## src/rtl/mmu_engine.sv

```systemverilog
// ---------------------------------------------------------------------------
// mmu_engine
//
// Purpose:
//   Computes the 2x2 signed matrix product C = A x W on a small
//   output-stationary systolic array of four MAC processing elements. On a
//   start request in IDLE the eight operand bytes are latched, so later
//   changes on the memory side cannot disturb the job. The four results are
//   then streamed out in row-major order over a valid/ready port, and a
//   one-cycle done pulse follows the last transfer.
//
// Ports:
//   clk                 rising-edge clock
//   rst                 synchronous, active-high reset (abandons any job)
//   start               job request, only looked at while IDLE
//   mat_1..mat_4        A00, A01, A10, A11 (signed, DATA_W)
//   weight_1..weight_4  W00, W01, W10, W11 (signed, DATA_W)
//   busy                high in every state except IDLE
//   done                one-cycle pulse after the last result transfers
//   out_valid           out_data / out_idx hold a result
//   out_ready           consumer accepts when high together with out_valid
//   out_data            saturated signed result (ACC_W)
//   out_idx             result index: 0=C00, 1=C01, 2=C10, 3=C11
//
// Configuration:
//   MMU_ENGINE_RELU_EN  when defined, negative saturated results are
//                       output as zero (no extra latency).
// ---------------------------------------------------------------------------
module mmu_engine #(
   parameter int DATA_W = 8,
   parameter int ACC_W  = 16
) (
   input  logic              clk,
   input  logic              rst,
   input  logic              start,
   input  logic [DATA_W-1:0] mat_1,
   input  logic [DATA_W-1:0] mat_2,
   input  logic [DATA_W-1:0] mat_3,
   input  logic [DATA_W-1:0] mat_4,
   input  logic [DATA_W-1:0] weight_1,
   input  logic [DATA_W-1:0] weight_2,
   input  logic [DATA_W-1:0] weight_3,
   input  logic [DATA_W-1:0] weight_4,
   output logic              busy,
   output logic              done,
   output logic              out_valid,
   input  logic              out_ready,
   output logic [ACC_W-1:0]  out_data,
   output logic [1:0]        out_idx
);

   localparam int PROD_W = 2 * DATA_W;

   typedef enum logic [1:0] {
      IDLE,
      COMPUTE,
      OUTPUT,
      DONE
   } state_t;

   state_t state;
   state_t state_next;

   // Compute-phase time step t = 0..3.
   logic [1:0] t_cnt;

   // Operand latches, indexed [row][col].
   logic signed [DATA_W-1:0] a_lat [2][2];
   logic signed [DATA_W-1:0] w_lat [2][2];

   // Skew registers: a_skew[i] carries the A value PE(i,0) used last cycle
   // rightwards into PE(i,1); w_skew[j] carries the W value PE(0,j) used
   // last cycle downwards into PE(1,j). The right column and bottom row
   // have no neighbour to forward to, so they keep no pass registers.
   logic signed [DATA_W-1:0] a_skew [2];
   logic signed [DATA_W-1:0] w_skew [2];

   // Output-stationary accumulators, one guard bit above ACC_W.
   logic signed [ACC_W:0] acc [2][2];

   // Edge feeds into the array and per-PE operands for this cycle.
   logic signed [DATA_W-1:0] left_feed [2];
   logic signed [DATA_W-1:0] top_feed  [2];
   logic signed [DATA_W-1:0] pe_a      [2][2];
   logic signed [DATA_W-1:0] pe_w      [2][2];
   logic signed [PROD_W-1:0] pe_prod   [2][2];
   logic signed [ACC_W:0]    acc_next  [2][2];

   logic                     transfer;
   logic signed [ACC_W:0]    acc_sel;
   logic [ACC_W-1:0]         sat_value;
   logic [ACC_W-1:0]         result_value;

   assign transfer = out_valid & out_ready;

   // State register; reset abandons whatever job is in flight.
   always_ff @(posedge clk) begin
      if (rst) begin
         state <= IDLE;
      end else begin
         state <= state_next;
      end
   end

   // Next-state and status outputs. Start is only honoured in IDLE, so
   // requests during COMPUTE, OUTPUT or DONE are simply dropped.
   always_comb begin
      state_next = state;
      busy       = 1'b1;
      done       = 1'b0;
      out_valid  = 1'b0;
      case (state)
         IDLE: begin
            busy = 1'b0;
            if (start) begin
               state_next = COMPUTE;
            end
         end
         COMPUTE: begin
            if (t_cnt == 2'd3) begin
               state_next = OUTPUT;
            end
         end
         OUTPUT: begin
            out_valid = 1'b1;
            if (out_ready && (out_idx == 2'd3)) begin
               state_next = DONE;
            end
         end
         DONE: begin
            done       = 1'b1;
            state_next = IDLE;
         end
         default: begin
            state_next = IDLE;
         end
      endcase
   end

   // Boundary feeds: row i sees A[i][t-i] and column j sees W[t-j][j] while
   // that index is 0 or 1, and zero otherwise, which produces the diagonal
   // wavefront so that PE(i,j) meets A[i][k] and W[k][j] at t = i+j+k.
   always_comb begin
      left_feed[0] = '0;
      left_feed[1] = '0;
      top_feed[0]  = '0;
      top_feed[1]  = '0;
      case (t_cnt)
         2'd0: begin
            left_feed[0] = a_lat[0][0];
            top_feed[0]  = w_lat[0][0];
         end
         2'd1: begin
            left_feed[0] = a_lat[0][1];
            left_feed[1] = a_lat[1][0];
            top_feed[0]  = w_lat[1][0];
            top_feed[1]  = w_lat[0][1];
         end
         2'd2: begin
            left_feed[1] = a_lat[1][1];
            top_feed[1]  = w_lat[1][1];
         end
         default: begin
         end
      endcase
   end

   // PE interconnect and MAC arithmetic. Operands are widened to the full
   // product width before multiplying so the product is an exact signed
   // value, then sign-extended into the accumulator.
   always_comb begin
      pe_a[0][0] = left_feed[0];
      pe_a[0][1] = a_skew[0];
      pe_a[1][0] = left_feed[1];
      pe_a[1][1] = a_skew[1];
      pe_w[0][0] = top_feed[0];
      pe_w[0][1] = top_feed[1];
      pe_w[1][0] = w_skew[0];
      pe_w[1][1] = w_skew[1];
      for (int i = 0; i < 2; i++) begin
         for (int j = 0; j < 2; j++) begin
            pe_prod[i][j]  = PROD_W'(pe_a[i][j]) * PROD_W'(pe_w[i][j]);
            acc_next[i][j] = acc[i][j] + (ACC_W+1)'(pe_prod[i][j]);
         end
      end
   end

   // Datapath registers: operand latch on accept, array stepping during
   // COMPUTE, and the result index walking forward on each transfer.
   always_ff @(posedge clk) begin
      if (rst) begin
         t_cnt   <= '0;
         out_idx <= '0;
         for (int i = 0; i < 2; i++) begin
            a_skew[i] <= '0;
            w_skew[i] <= '0;
            for (int j = 0; j < 2; j++) begin
               a_lat[i][j] <= '0;
               w_lat[i][j] <= '0;
               acc[i][j]   <= '0;
            end
         end
      end else begin
         case (state)
            IDLE: begin
               out_idx <= '0;
               if (start) begin
                  t_cnt       <= '0;
                  a_lat[0][0] <= mat_1;
                  a_lat[0][1] <= mat_2;
                  a_lat[1][0] <= mat_3;
                  a_lat[1][1] <= mat_4;
                  w_lat[0][0] <= weight_1;
                  w_lat[0][1] <= weight_2;
                  w_lat[1][0] <= weight_3;
                  w_lat[1][1] <= weight_4;
                  for (int i = 0; i < 2; i++) begin
                     a_skew[i] <= '0;
                     w_skew[i] <= '0;
                     for (int j = 0; j < 2; j++) begin
                        acc[i][j] <= '0;
                     end
                  end
               end
            end
            COMPUTE: begin
               t_cnt     <= t_cnt + 2'd1;
               a_skew[0] <= pe_a[0][0];
               a_skew[1] <= pe_a[1][0];
               w_skew[0] <= pe_w[0][0];
               w_skew[1] <= pe_w[0][1];
               for (int i = 0; i < 2; i++) begin
                  for (int j = 0; j < 2; j++) begin
                     acc[i][j] <= acc_next[i][j];
                  end
               end
            end
            OUTPUT: begin
               if (transfer) begin
                  out_idx <= out_idx + 2'd1;
               end
            end
            DONE: begin
               out_idx <= '0;
            end
            default: begin
            end
         endcase
      end
   end

   // Result selection and saturation. The accumulator carries one guard
   // bit, so overflow shows up as the top two bits disagreeing; the sign
   // bit then tells which rail to clamp to.
   always_comb begin
      acc_sel = acc[out_idx[1]][out_idx[0]];
      if (acc_sel[ACC_W] != acc_sel[ACC_W-1]) begin
         if (acc_sel[ACC_W]) begin
            sat_value = {1'b1, {(ACC_W-1){1'b0}}};
         end else begin
            sat_value = {1'b0, {(ACC_W-1){1'b1}}};
         end
      end else begin
         sat_value = acc_sel[ACC_W-1:0];
      end
`ifdef MMU_ENGINE_RELU_EN
      if (sat_value[ACC_W-1]) begin
         result_value = '0;
      end else begin
         result_value = sat_value;
      end
`else
      result_value = sat_value;
`endif
   end

   // out_data is driven only while a result is being offered, otherwise 0.
   always_comb begin
      out_data = '0;
      if (state == OUTPUT) begin
         out_data = result_value;
      end
   end

endmodule

```

## config.mk

```make
export PLATFORM = sky130hd
export DESIGN_NAME = mmu_engine
export DESIGN_NICKNAME = d
export VERILOG_FILES = /design/src/rtl/mmu_engine.sv
export SDC_FILE = /design/constraint.sdc
export NUM_CORES = 1
export LEC_CHECK = 0
export ABC_AREA = 1
export CORE_UTILIZATION = 57
export DETAILED_ROUTE_END_ITERATION = 6
export GPL_TIMING_DRIVEN = 0
export PLACE_DENSITY_LB_ADDON = 0.05
export SYNTH_ARGS = -nofsm -noshare
export SYNTH_HDL_FRONTEND = slang
export SYNTH_SLANG_ARGS = --single-unit
export TNS_END_PERCENT = 20
```

## constraint.sdc

```tcl
create_clock -name clk -period 5.91 [get_ports clk]
set_input_delay 1.182 -clock clk [delete_from_list [all_inputs] [get_ports clk]]
set_output_delay 1.182 -clock clk [all_outputs]
set_load 0.03 [all_outputs]
```

==> impl_metrics.csv, run 1 <==
group,metric,value,unit
grt,antenna_found_initial,0,
grt,grt_pass1_vias,15800,
clock_tree,cts_sinks,171,
min_path,holdPathStages,1,
yosys,synth.most_common_cell,"inv_1",
sta,fin_skew,0.0152,ns
grt,grt_usage,29.3,%
clock_tree,cts.clk_slew.worst_paths,0.08,ns
setup_path,crit_buf_inv,3,
sta,setup_ws,0.206,ns
yosys,ys_seq_elements,171,
clock_tree,cts_buffers,17,
pwr,ir_drop,0.000885,V
sta,hold_violations,0,
floorplanning,die_x,191,um
yosys,synth_area,20400,sq um
setup_path,worstReg2RegEnd,"acc[0][16]",
sta,maxSlewHeadroom,28.0,%
min_path,min_from,"t_cnt[0]",
final_layout,syn_to_final_growth,11.4,%
drt,routed_wl,49.2,mm
yosys,synth_edf_count,164,
placed_design,place_congestion,0.938,
placed_design,place_inst,2882,
status,outcome,"complete, no violations",
setup_path,cp-end-kind,"flip-flop",
floorplanning,dieArea,36500,sq um
clock_tree,h-tree-depth,4,
floorplanning,coreArea,34900,sq um
setup_path,critPathTopFamily,"adder cells",
yosys,synth_cell_types,43,
sta,setup_violations,0,
drt,drc,0,
final_layout,final_cells,2918,
setup_path,crit_fanout,10,
yosys,syn_area_per_cell,8.72,sq um
setup_path,critPathKind,"flip-flop to flip-flop",
clock_tree,clock_latency,0.46,ns
setup_path,cp_cell_sequence,"inv_1 > ha_2 > buf_4 > a22o_1 > nand2_1 > fa_1 > inv_1 > fa_1 > fa_1 > fa_1 > fa_1 > ha_1 > a21oi_1 > nand2_1 > and3_1 > nor2_1 > nand3_1 > nand2_1 > nor2_1",
setup_path,crit_required,6.13,ns
setup_path,cp_common_cell,"fa_1",
pwr,p_leak,11.9,nW
placed_design,numPortBuffers,88,
final_layout,final_util,65.1,%
sta,fin_crit_sh,96.5,%
final_layout,nets,2987,
drt,drt_iter0_drc,1006,
min_path,hold_class,"flip-flop to flip-flop",
final_layout,n_antenna_cell,0,
sta,max_freq,175,MHz
setup_path,arrival,5.92,ns
grt,grt_max_degree,44,
yosys,yosysSeqAreaShare,24.9,%
setup_path,slowest_stage,"fa_1",
setup_path,reg2reg_depth,19,
yosys,synth_area_leaders,"fa_1 (30%), edfxtp_1 (24%), inv_1 (12%)",
yosys,synthesis.nets,2874,
grt,grt_overflow_total,0,
setup_path,worst_setup_path_start_kind,"flip-flop",
setup_path,slowest_delay,0.62,ns
grt,grt_pass1_wl,81.3,mm
sta,grt_setup_unrepaired,"true",
floorplanning,ios,89,
drt,wire_per_inst,16.9,um
floorplanning,rows,68,
yosys,synth_common_cells,"inv_1 (638), nand2_1 (397), fa_1 (304), nor2_1 (277), ha_1 (165)",
setup_path,r2r_setup_slack,0.21,ns
yosys,syn_inst,2337,
clock_tree,cts_buffer_depth,2,
drt,vias_per_cell,5.20,
yosys,yosys_warnings,0,
setup_path,reg2reg_from,"t_cnt[0]",
drt,first_pass_iters,5,
clock_tree,cts_root_buf,"clkbuf_16",
sta,worst_pin_slew,1.08,ns
clock_tree,cts_tree,"yes",
yosys,synth_top_area_share,29.9,%
placed_design,hpwl,41.4,mm
final_layout,drive_gt1_share,4.67,%
floorplanning,die_height,191,um
sta,fin_crit,5.70,ns
clock_tree,postCtsHoldBufs,0,
yosys,yosysTopAreaCell,"fa_1",
sta,slew_violations,0,
placed_design,pre_cts_slack,-0.997,ns
drt,antenna_left,0,
drt,vias,15200,
yosys,synth-main-ff-cell,"edfxtp_1",
pwr,total_power,12.4,mW
setup_path,startpoint,"t_cnt[0]",
pwr,p_per_area,547,nW/um^2
floorplanning,start_util,58.4,%
min_path,whs_endpoint,"t_cnt[0]",
yosys,synthArstFlopShare,0,%
run,cap_violations,0,
-- sequential cells by signal, indices dropped and copies added (netlist names), named ones only --
signal,cells
a_lat,32
a_skew,16
acc,68
out_idx,2
state,2
t_cnt,2
w_lat,32
w_skew,16
-- through the flow --
stage               instance area [sq um]  setup TNS [ns]  hold WS (ns)
finish                              22700               0         0.559
global route                        22700         -0.0680         0.577
CTS                                 22500               0         0.554
detailed placement                  21900          -14.09         0.544
global placement                    21800         -107.94         0.506
floorplan                           20400               0         0.490
-- metal layers --
| metal | up-vias | routed length, um | global-route usage, % |
|---|---|---|---|
| li1 | 7293 | - | - |
| met1 | 7410 | 21300 | 38.7 |
| met2 | 381 | 24100 | 49.7 |
| met3 | 77 | 2380 | 3.98 |
| met4 | 0 | 1470 | 9.80 |
| met5 | - | 0 | 0 |
-- layout by cell type (no fill, tap or decap), types with 4 or more instances in the layout --
cell type,instances
inv_1,632
nand2_1,391
fa_1,304
nor2_1,272
edfxtp_1,164
ha_1,163
a21oi_1,96
clkdlybuf4s50_1,88
o21ai_0,61
nand3_1,53
clkbuf_1,34
clkbuf_16,17
a22o_1,16
buf_2,12
or2_2,9
inv_2,9
o22ai_4,9
a32oi_1,8
nand2_2,7
o22ai_1,7
xnor2_1,7
dfxtp_1,7
o22ai_2,6
nand3b_1,6
buf_4,5
o21a_1,5
inv_6,5
nor2_4,4
clkinvlp_4,4
nor3_1,4
a21o_1,4
a211oi_1,4
-- power by group --
part	switching (mW)	leakage [nW]	internal [mW]
sequential	0.309	1.81	1.78
clock	0.544	0.272	0.590
combinational	5.81	9.82	3.38
total	6.66	11.9	5.75
-- worst max path at each step --
stage	cells past startpoint	slack [ns]	endpoint
after floorplan	22	0.11	acc[0][16]
after global placement	6	-1.17	acc[0][16]
after detailed placement	21	-1.0	acc[1][31]
after CTS	23	0.001	acc[0][16]
after global routing	22	-0.06	acc[0][16]
final	19	0.21	acc[0][16]
-- layout make-up --
cell class	instances	area, sq um
Clock inverter	14	138
Clock buffer	18	429
Inverter	644	2430
Fill cell	2972	12200
Buffer	53	259
Tap cell	455	569
Sequential cell	171	5060
Multi-Input combinational cell	1468	12800
Timing Repair Buffer	94	963
Timing Repair inverter	1	5.00
-- cell families after synthesis --
kind of cell	Yosys count	share of synthesized area [%]
AOI/OAI and AO/OA	232	6.95
buffers and inverters	698	13.0
DFF	171	24.9
adders and majority gates	469	40.0
and+or+nand+nor	756	14.7
xor gates and xnor gates	11	0.565
-- worst reg2reg max path: stages, from the launching register on --
cell and delay (ns):
dfxtp_1 0.36, inv_1 0.10, ha_2 0.28, buf_4 0.22, a22o_1 0.29, nand2_1 0.31, fa_1 0.62, inv_1 0.05
fa_1 0.50, fa_1 0.58, fa_1 0.43, fa_1 0.44, ha_1 0.36, a21oi_1 0.22, nand2_1 0.15, and3_1 0.18
nor2_1 0.17, nand3_1 0.10, nand2_1 0.06, nor2_1 0.05
-- repair_timing --
item,CTS,global route
pin swaps,2,0
gates cloned,0,1
buffers inserted,2,2
setup endpoints to repair,28,26
gates resized for setup,17,44
No activity file was read; power rests on OpenSTA's default activity.
==> inputs of run 2 (changes only) <==
CORE_UTILIZATION = 60   (was 57)
GPL_TIMING_DRIVEN = default   (was 0)
SLEW_MARGIN = 0   (was default)
clock period = 5.9 ns   (was 5.91 ns; I/O delays follow)
==> impl_metrics.csv, run 2 (same netlist as run 1, synthesis figures left out) <==
group,metric,value,unit
placed_design,numPortBuffers,88,
drt,vias_per_cell,5.21,
final_layout,nets,2965,
sta,worst_pin_slew,1.02,ns
pwr,p_per_area,544,nW/um^2
placed_design,place_inst,2857,
clock_tree,cts.clk_slew.worst_paths,0.08,ns
setup_path,worst_setup_path_start_kind,"flip-flop",
setup_path,crit_required,6.12,ns
pwr,power_frac_comb,72.7,%
floorplanning,start_util,60.9,%
setup_path,cp_cell_sequence,"inv_1 > ha_2 > a22o_1 > nand2_1 > nor2_1 > inv_1 > fa_1 > inv_1 > fa_1 > fa_1 > fa_1 > ha_1 > ha_1 > a21oi_1 > o21a_1 > nand2_1 > nor2_1 > nand3_1 > nand2_1 > nor2_1",
run,cap_violations,0,
sta,hold_violations,0,
floorplanning,dieArea,34700,sq um
grt,antenna_found_initial,0,
drt,vias,15100,
grt,grt_usage,31.2,%
clock_tree,h-tree-depth,4,
drt,drt_iter0_drc,905,
drt,first_pass_iters,6,
grt,grt_overflow_total,0,
final_layout,drive_gt1_share,4.42,%
pwr,intPower,5.73,mW
pwr,power_frac_seq,17.7,%
pwr,sw_frac_of_total,53.3,%
sta,max_freq,177,MHz
pwr,p_leak,11.9,nW
sta,grt_setup_unrepaired,"true",
final_layout,layout_commonest_cell,"inv_1",
drt,routed_wl,49.3,mm
clock_tree,cts_buffer_depth,2,
clock_tree,clock_latency,0.46,ns
sta,fin_crit,5.65,ns
drt,antenna_left,0,
min_path,min_from,"state[1]",
final_layout,largestRegisters,"acc: 68 flops, a_lat: 32 flops, w_lat: 32 flops",
drt,wire_per_inst,17.1,um
final_layout,regMostFlops,"acc",
clock_tree,cts_tree,"yes",
final_layout,n_antenna_cell,0,
sta,setup_violations,0,
pwr,pwr-share-clk,9.6,%
final_layout,final_util,67.4,%
clock_tree,cts_sinks,171,
grt,grt_pass1_vias,15800,
clock_tree,cts_buffers,17,
final_layout,final_cells,2889,
setup_path,critPathKind,"flip-flop to flip-flop",
setup_path,startpoint,"t_cnt[0]",
setup_path,slowest_stage,"fa_1",
clock_tree,postCtsHoldBufs,0,
sta,fin_skew,0.0116,ns
final_layout,final_cell_mix,"inv_1 (638), nand2_1 (396), fa_1 (304)",
pwr,p_sw,6.55,mW
placed_design,hpwl,40.9,mm
setup_path,arrival,5.87,ns
sta,maxSlewHeadroom,32.1,%
pwr,ir_drop,0.000926,V
grt,grt_pass1_wl,81.1,mm
final_layout,largest_register_ffs,68,
min_path,hold_class,"flip-flop to flip-flop",
status,outcome,"complete, no violations",
floorplanning,ios,89,
setup_path,crit_fanout,16,
floorplanning,die_height,186,um
grt,grt_max_degree,67,
sta,slew_violations,0,
setup_path,cp-end-kind,"flip-flop",
setup_path,reg2reg_from,"t_cnt[0]",
floorplanning,rows,67,
sta,fin_crit_sh,95.7,%
final_layout,syn_to_final_growth,10.7,%
clock_tree,cts_root_buf,"clkbuf_16",
sta,final.setup.tns,0,ns
setup_path,slowest_delay,0.68,ns
drt,drc,0,
floorplanning,coreArea,33400,sq um
setup_path,cp_common_cell,"fa_1",
floorplanning,die_x,186,um
placed_design,place_congestion,0.917,
-- run 2: path summary, 6_finish.rpt --
kind | end | slack, ns | depth (start not counted)
worst min register to register | state[1] | 0.54 | 2
worst max-delay path | acc[0][16] | 0.25 | 20
worst min-delay path | state[1] | 0.54 | 2
worst max register to register | acc[0][16] | 0.25 | 20
-- run 2: power groups by stage --
stage	clock, mW	sequential, mW	combinational, mW
after detailed placement	0	2.19	8.80
after CTS	1.19	2.16	8.91
final	1.18	2.17	8.92
after global placement	0	2.19	8.55
after floorplan	0	1.95	6.77
after global routing	1.22	2.21	10.5
-- run 2: worst max-delay path: cells and delay by family, from the launching register on --
kind	cells	cell delay, ns
AOI/OAI and AO/OA	3	0.56
adders and majority gates	7	3.23
buffers and inverters	3	0.32
DFF	1	0.38
and+or+nand+nor	7	0.89
-- run 2: through the flow --
step | total power, mW | area (sq um) | worst slack (ns) | hold WS, ns
3_5_place_dp | 11.0 | 21900 | 0.0829 | 0.527
4_1_cts | 12.3 | 22500 | 0.0576 | 0.537
2_1_floorplan | 8.72 | 20400 | 0.102 | 0.490
3_3_place_gp | 10.7 | 21900 | 0.207 | 0.511
6_report | 12.3 | 22500 | 0.251 | 0.537
5_1_grt | 13.9 | 22500 | -0.0368 | 0.571
-- run 2: routing by layer --
metal	wire (um)	global-route usage [%]
met1	21000	40.6
met2	24900	54.9
met3	2170	3.76
met4	1240	9.41
met5	0	0
-- run 2: repair_timing --
action                                  4_1_cts  5_1_grt
buffers inserted                              0        0
hold endpoints to repair                      0        0
endpoints found under the setup margin        0       19
gates resized for setup                       0       15
-- run 2: cell type report --
class	instances	area, sq um
multi-input cells	1468	12700
fillers	2828	10900
flip-flops and latches	171	5060
inverters	644	2420
repair buffers	126	1170
well taps	448	561
clock buffers	18	429
clock inverters	14	171
